[src/rtl/fetch_redirect_unit.sv]
// IF-stage PC sequencer and IF/ID register with branch/jump redirect and halt drain.
// Optional FETCH_STATS_EN adds redirect and stall counters.
module fetch_redirect_unit #(
    parameter logic [31:0] RESET_PC     = 32'h0000_0000,
    parameter logic [31:0] HALT_WORD    = 32'hFFFF_FFFF,
    parameter int          DRAIN_CYCLES = 4
) (
    input  logic        clk,
    input  logic        reset,
    input  logic        PCSrc,
    input  logic [31:0] BranchTarget,
    input  logic        Jump,
    input  logic [31:0] JumpTarget,
    input  logic        StallF,
    input  logic [31:0] InstrF,
    output logic [31:0] PCF,
    output logic [31:0] InstrD,
    output logic [31:0] PCPlus4D,
    output logic        ValidD,
    output logic        FlushD,
    output logic        Done
`ifdef FETCH_STATS_EN
    ,
    output logic [31:0] RedirectCount,
    output logic [31:0] StallCount
`endif
);

    typedef enum logic [1:0] {
        RUN,
        DRAIN,
        HALTED
    } state_t;

    localparam logic [3:0] LAST = 4'(DRAIN_CYCLES - 1);

    state_t      state, state_n;
    logic [3:0]  cnt, cnt_n;
    logic [31:0] pc_n, instr_n, pc4_n;
    logic        valid_n;
    logic        redirect;
    logic [31:0] pcplus4;

    assign pcplus4  = PCF + 32'd4;
    assign redirect = (PCSrc | Jump) & ~StallF & (state == RUN);
    assign FlushD   = redirect;

    always_comb begin
        state_n = state;
        cnt_n   = cnt;
        pc_n    = PCF;
        instr_n = InstrD;
        pc4_n   = PCPlus4D;
        valid_n = ValidD;
        unique case (state)
            RUN: begin
                if (!StallF) begin
                    // default to a bubble; only a normal fetch fills IF/ID
                    instr_n = 32'd0;
                    pc4_n   = 32'd0;
                    valid_n = 1'b0;
                    if (redirect) begin
                        pc_n = PCSrc ? BranchTarget : JumpTarget;
                    end else if (InstrF == HALT_WORD) begin
                        state_n = DRAIN;
                        cnt_n   = 4'd0;
                    end else begin
                        pc_n    = pcplus4;
                        instr_n = InstrF;
                        pc4_n   = pcplus4;
                        valid_n = 1'b1;
                    end
                end
            end
            DRAIN: begin
                instr_n = 32'd0;
                pc4_n   = 32'd0;
                valid_n = 1'b0;
                cnt_n   = cnt + 4'd1;
                if (cnt == LAST) begin
                    state_n = HALTED;
                end
            end
            HALTED: begin
                state_n = HALTED;
            end
            default: begin
                state_n = RUN;
            end
        endcase
    end

    always_ff @(posedge clk) begin
        if (reset) begin
            state    <= RUN;
            cnt      <= 4'd0;
            PCF      <= RESET_PC;
            InstrD   <= 32'd0;
            PCPlus4D <= 32'd0;
            ValidD   <= 1'b0;
            Done     <= 1'b0;
        end else begin
            state    <= state_n;
            cnt      <= cnt_n;
            PCF      <= pc_n;
            InstrD   <= instr_n;
            PCPlus4D <= pc4_n;
            ValidD   <= valid_n;
            Done     <= (state_n == HALTED);
        end
    end

`ifdef FETCH_STATS_EN
    always_ff @(posedge clk) begin
        if (reset) begin
            RedirectCount <= 32'd0;
            StallCount    <= 32'd0;
        end else begin
            if (redirect) begin
                RedirectCount <= RedirectCount + 32'd1;
            end
            if (StallF && state == RUN) begin
                StallCount <= StallCount + 32'd1;
            end
        end
    end
`endif

endmodule

[config.mk]
export PLATFORM = sky130hd
export DESIGN_NAME = fetch_redirect_unit
export DESIGN_NICKNAME = d
export VERILOG_FILES = /design/src/rtl/fetch_redirect_unit.sv
export SDC_FILE = /design/constraint.sdc
export NUM_CORES = 1
export LEC_CHECK = 0
export BUFFER_PORTS_ARGS = -buffer_cell sky130_fd_sc_hd__buf_2
export CAP_MARGIN = 20
export CELL_PAD_IN_SITES_DETAIL_PLACEMENT = 0
export CELL_PAD_IN_SITES_GLOBAL_PLACEMENT = 1
export CORE_ASPECT_RATIO = 1.5
export CORE_MARGIN = 2
export CORE_UTILIZATION = 35
export CTS_CLUSTER_SIZE = 30
export DETAILED_ROUTE_END_ITERATION = 16
export GPL_ROUTABILITY_DRIVEN = 0
export PLACE_DENSITY_LB_ADDON = 0.1
export REMOVE_ABC_BUFFERS = 1
export SYNTH_ARGS = -nofsm -noshare
export SYNTH_HDL_FRONTEND = slang
export SYNTH_SLANG_ARGS = --single-unit
[constraint.sdc]
create_clock -name clk -period 3 [get_ports clk]
set_input_delay 0.15 -clock clk [delete_from_list [all_inputs] [get_ports clk]]
set_output_delay 0.15 -clock clk [all_outputs]
set_load 0.01 [all_outputs]
==> metrics.txt, run 1 <==
Pwr Density 487.6 mW/mm^2; register area share after synthesis 40.09%; outcome complete, no violations; Sequential Power Share 46.5%; I/O Buffers 199; Post-route DRC 0; Max Clk Rate 418.1 MHz; # nets final 881; Layout Skew 0.007159 ns; netlist area before placement approximately 0.0052 mm^2; clock root cell clkbuf_16; core area 0.01453 mm^2; synth top area cells dfxtp_1 40%, a22oi_1 7.9%, nor2_1 5.0%; grt total ovfl 0; Post-CTS Setup Bufs 0; clk_lat worst skew 0.34 ns; Die W 103.5 um; vias per cell ~5.5; Switching Fraction 27.19%; Synth-to-Final Area Change 28.81%; post-route ant nets 0; RSZ-0062 raised after global routing false; row cnt 54; Mapped Cells roughly 600; worst path required time 3.29 ns; Routed Wire Length 18,310 um; initial DRC count between 200 and 250; final setup fails 0; Die Span Y 153.2 um; Worst Hold Class in -> reg; All-Layer GR Usage 22.82%; placement-stage cell area 0.006364 mm^2; worst-path maximum fanout 6; Routed WL per cell 18.70 um; Starting Density between 30% and 40%; CTS clk-pin slew, worst paths 0.07 ns; Synth Register Bits 104; P_sw 0.8871 mW; via count 5,407; Multi-input gate area 0.002897 mm^2; P_int 2.375 mW; area leader, netlist dfxtp_1; post-route cell area 0.006690 mm^2; Post-synth ARST share 0%; Final Max Slew Viols 0; CTS sink cnt 104; Worst setup EP type flip-flop; YS warnings 0; syn_area_per_cell 8.627 um^2; final hold violation count 0; FF/Latch Area 0.002082 mm^2; Tot Pwr 3.262 mW; Antenna Cells 0; post-CTS sizing 0; fin crit share between 70 and 80%; Worst setup SP type flip-flop; first-pass GRT wire length around 28,000 um; combinational share of power 13.7%; Synth cell types just over 50; Worst-Margin Slew 0.7979 ns; DR pass1 iterations 5; largest net degree at the start of global routing 52; WP data arrival 2.68 ns; VDD IR max 0.2252 mV; Final min period 2.392 ns; Worst slew margin 46.80%; P_leak 2.881 nW; FILL cells between 1,500 and 2,000; htree depth 3; Max-Cap Viols 0; Clock Power Share 39.8%; io pins 200; Die ar. roughly 0.016 mm^2; Synth top area share about two fifths; initial antenna violation count 0; WS Path Type reg -> reg; top_reg_cell synth dfxtp_1; fraction of layout cells with a size suffix above 1 30.91%; Clock Path Buffers 2; HPWL after DPL 13,160 um; CTS Buf Count 9; cts hold-fix bufs 0; vias in the first global route 5,262; Post-synth EDFFs 0; CTS tree yes
==> final cells by class <==
| type | count | share of cell area, % |
|---|---|---|
| Tap cell | 196 | 3.666 |
| Multi-Input combinational cell | 444 | 43.30 |
| Inverter | 5 | 0.2805 |
| Clock buffer | 9 | 3.366 |
| Timing Repair Buffer | 214 | 16.76 |
| Clock inverter | 7 | 1.515 |
| Sequential cell | 104 | 31.12 |
==> cell usage in the layout (no fill, tap or decap), types with 5 or more instances in the layout <==
cell type / count
nand2_1: 33
a32o_1: 11
nand3_1: 24
buf_2: 199
nand4_1: 17
clkbuf_16: 9
nor4_1: 9
a2bb2oi_1: 7
or4_1: 6
or3_1: 13
a31oi_1: 6
buf_4: 14
nor2_1: 69
a21oi_1: 36
nor2b_1: 6
nor3_1: 13
xor2_1: 13
inv_1: 5
dfxtp_1: 104
o211ai_1: 7
a211oi_1: 15
o211a_1: 9
a22oi_1: 55
o21ai_0: 16
xnor2_1: 17
mux2i_1: 21
==> cell usage after synthesis, drive strengths merged, types with 2 or more instances <==
master,number
a21o,3
nand4,18
nor2,69
and2,2
and3,3
o211ai,7
a21oi,37
dfxtp,104
a31oi,6
nor3,14
nand2,33
o31a,3
o211a,9
o21ai,17
a22oi,55
a211oi,15
a221o,3
xnor2,17
and4,3
clkbuf,36
ha,2
nor4,13
o32a,2
o221a,3
or3,13
nor2b,6
nand3,24
a2bb2oi,7
a221oi,2
buf,13
a32o,11
or4,6
xor2,13
mux2i,21
inv,5
==> stage by stage <==
| stage | setup WS (ns) | utilization, % | instances | setup TNS (ns) | hold slack, ns |
|---|---|---|---|---|---|
| floorplan | -0.1886 | - | 553 | -4.478 | 0.2191 |
| finish | 0.6083 | 46.06 | 979 | 0 | 0.06696 |
| CTS | 0.6064 | 46.06 | 979 | 0 | 0.05741 |
| global route | 0.4487 | 46.06 | 979 | 0 | 0.06109 |
| global placement | 0.7178 | 43.81 | 963 | 0 | 0.4136 |
| detailed placement | 0.6649 | 43.81 | 963 | 0 | 0.4200 |
==> power groups by stage <==
stage | Combinational (mW) | Clock (mW) | Sequential, mW
after floorplan | 0.189 | 0 | 1.55
after global placement | 0.445 | 0 | 1.54
after detailed placement | 0.451 | 0 | 1.55
after CTS | 0.453 | 1.33 | 1.51
after global routing | 0.490 | 1.39 | 1.53
final | 0.448 | 1.30 | 1.52
==> per-layer routing <==
metal,vias up,wire length [um],global-route usage [%],share of wire [%]
met5,-,0,0,0
met4,0,199,5.326,1.1
met3,12,975,4.298,5.3
met2,167,9795,41.51,54
li1,2626,-,-,-
met1,2602,7337,26.93,40
==> sequential cells by signal, indices dropped and copies added (netlist names) <==
signal,cells
cnt,4
InstrD,32
PCF,32
PCPlus4D,32
ValidD,1
Done,1
state,2
==> kinds of logic (layout without fill, tap and decap cells) <==
family | count (synthesis) | in the layout | share of synthesized area (%)
AOI/OAI and AO/OA | 181 | 181 | 25.20
xor gates and xnor gates | 30 | 30 | 5.059
adders and majority gates | 2 | 2 | 0.4817
muxes | 21 | 21 | 4.047
buffers and inverters | 54 | 235 | 4.312
and+or+nand+nor | 210 | 210 | 20.81
DFF | 104 | 104 | 40.09
==> path summary, 6_finish.rpt <==
path	cells after the start	start	slack, ns	endpoint
setup / recovery	6	PCF[2]$_SDFFE_PP0P_	0.61	PCF[26]$_SDFFE_PP0P_
hold / removal	3	InstrF[30]	0.07	InstrD[30]$_SDFFE_PP0P_
hold reg to reg	2	ValidD$_SDFFE_PP0P_	0.45	ValidD$_SDFFE_PP0P_
setup reg to reg	6	PCF[2]$_SDFFE_PP0P_	0.61	PCF[26]$_SDFFE_PP0P_
==> worst max-delay path, stage by stage (launching register included) <==
cell and delay (ns):
dfxtp_1 0.41, ha_1 0.33, nand2_1 0.15, or4_1 0.69
nor3_1 0.28, xor2_1 0.25, o221a_2 0.23
Power figures use the tool's default switching activity.
==> run 2: changes to the inputs <==
- CORE_UTILIZATION: 35 -> 32
- clock period: 3 -> 2.2 ns (I/O delays scaled with it)
==> metrics.txt, run 2 (synthesis gave the netlist of run 1 again) <==
outcome complete, no violations; Setup WS post-layout 0.1293 ns (-0.4791 ns); Final Max Slew Viols 0 (unchanged); Post-route DRC 0 (unchanged); Routed WL per cell 18.57 um (-0.71%); CTS sink cnt 104 (unchanged); Worst-Margin Slew 0.7282 ns (-0.06970 ns); cell chain of the critical path ha_1, nand2_1, or4_1, nor3_1, xor2_1, o221a_2; hold path depth 3 (unchanged); WS Path Type reg -> reg; CTS clk-pin slew, worst paths 0.08 ns (about the same); P_int 3.202 mW (+35%); I/O Buffers 199 (unchanged); DR pass1 iterations 4 (-1); Worst setup EP type flip-flop; Switching Fraction 27.66% (+0.47 points); htree depth 3 (unchanged); # nets final 919 (+4.3%); Worst slew margin 51.27% (+4.5 points); utilization after layout 43.81% (-2.2 points); core area 0.01605 mm^2 (+10%); fin crit share 94.12% (+14 points); Final min period 2.071 ns (-0.3209 ns); most common cell after layout, fill and taps aside buf_2; RSZ-0062 raised after global routing false; WP data arrival 2.37 ns (-0.31 ns); Sequential Power Share 45.6% (-0.9 points); pre-CTS WS 0.1154 ns (-0.5495 ns); Die Span Y 160.0 um (+4.5%); P_leak 3.080 nW (+6.9%); fraction of layout cells with a size suffix above 1 34.27% (+3.4 points); worst reg2reg path depth 6 (unchanged); Pwr Density 629.6 mW/mm^2 (+29%); Layout Skew 0.008234 ns (+0.001076 ns); clock root cell clkbuf_16; slowest cell on the critical path or4_1; largest net degree at the start of global routing 64 (+23%); VDD IR max 0.3170 mV (+41%); Max Clk Rate 482.9 MHz (+15%); most frequent cells in the layout 198 x buf_2, 104 x dfxtp_1, 69 x nor2_1, 55 x a22oi_1, 49 x buf_4; CTS tree yes; Starting Density 32.37% (-3.4 points); fin cells 1,026 (+4.8%); first-pass GRT wire length 29,240 um (+3.3%); Clock Power Share 37.9% (-1.9 points); vias per cell 5.379 (-2.6%); Max-Cap Viols 0 (unchanged); Synth-to-Final Area Change 35.34%; final hold violation count 0 (unchanged); io pins 200 (unchanged); vias in the first global route 5,561 (+5.7%); cts hold-fix bufs 0 (unchanged); post-CTS sizing 0 (unchanged); Worst Hold Class in -> reg; crit-path max cell delay 0.66 ns (-0.03 ns); final setup fails 0 (unchanged); CTS Buf Count 9 (unchanged); CP bufs+invs 0 (unchanged); Die ar. 0.01729 mm^2 (+9.1%); delay-heaviest family, CP simple AND/OR/NAND/NOR gates; worst-path maximum fanout 5 (-1); Worst path depth 6 (unchanged); Clock Path Buffers 2 (unchanged); row cnt 57 (+5.6%); P_sw 1.224 mW (+38%); Die W 108.0 um (+4.4%); clk_lat worst skew 0.34 ns (about the same); HPWL after DPL 14,550 um (+11%); initial DRC count 227 (+10%); post-route ant nets 0 (unchanged); Top Registers InstrD x32, PCF x32, PCPlus4D x32; Tot Pwr 4.426 mW (+36%); grt total ovfl 0 (unchanged); Worst setup SP type flip-flop; combinational share of power 16.5% (+2.8 points); cell count after placement 1,011 (+5.0%); initial antenna violation count 0 (unchanged); Setup TNS 0 ns (unchanged); worst path required time 2.50 ns (-0.79 ns); via count 5,519 (+2.1%); Post-CTS Setup Bufs 0 (unchanged); All-Layer GR Usage 21.59% (-1.2 points); Antenna Cells 0 (unchanged); Routed Wire Length 19,050 um (+4.1%)
-- run 2: cell count changes in the layout (fill, tap and decap cells not counted) --
cell | before | now
clkbuf_8 | 0 | 1
nor3_2 | 1 | 3
inv_6 | 2 | 0
clkinv_2 | 1 | 0
clkinv_4 | 0 | 2
buf_2 | 199 | 198
buf_12 | 1 | 5
nor3_1 | 13 | 11
buf_4 | 14 | 49
bufinv_16 | 2 | 1
-- run 2: area by class of cell --
type	instances	area, um^2
Multi-Input combinational cell	444	2907
Fill cell	1671	9017
Timing Repair Buffer	252	1459
Sequential cell	104	2082
Clock inverter	5	66.31
Inverter	5	18.77
Tap cell	206	257.7
Clock buffer	10	239.0
-- run 2: per-layer routing --
metal / track usage [%] / share of wire, % / vias to the layer above
met1: 23.89 / 39 / 2620
li1: - / - / 2692
met4: 6.469 / 2.1 / 0
met2: 40.34 / 53 / 186
met5: 0 / 0 / -
met3: 4.694 / 6.0 / 21
-- run 2: worst paths after layout --
kind | start | end | slack [ns]
min | InstrF[0] | InstrD[0]$_SDFFE_PP0P_ | 0.03
min reg2reg | PCPlus4D[29]$_SDFFE_PP0P_ | PCPlus4D[29]$_SDFFE_PP0P_ | 0.45
max reg2reg | PCF[2]$_SDFFE_PP0P_ | PCF[26]$_SDFFE_PP0P_ | 0.13
max | PCF[2]$_SDFFE_PP0P_ | PCF[26]$_SDFFE_PP0P_ | 0.13
-- run 2: stage by stage --
stage          area [um^2]  hold WS [ns]
2_1_floorplan         4989        0.1791
4_1_cts               7019       0.01625
3_5_place_dp          6714        0.3879
3_3_place_gp          6714        0.3731
6_report              7029       0.02717
5_1_grt               7029       0.02504
-- run 2: tightest hold or removal path: cells and delay by family --
kind / cells / cell delay, ns
buffers and inverters: 1 / 0.09
AOI/OAI and AO/OA: 1 / 0.07
and+or+nand+nor: 1 / 0.07
-- run 2: power groups by stage --
stage	Sequential, mW	Combinational (mW)	Clock (mW)
2_1_floorplan	2.12	0.257	0
3_3_place_gp	2.06	0.729	0
3_5_place_dp	2.06	0.736	0
4_1_cts	2.02	0.737	1.72
5_1_grt	2.03	0.794	1.78
6_report	2.02	0.732	1.68
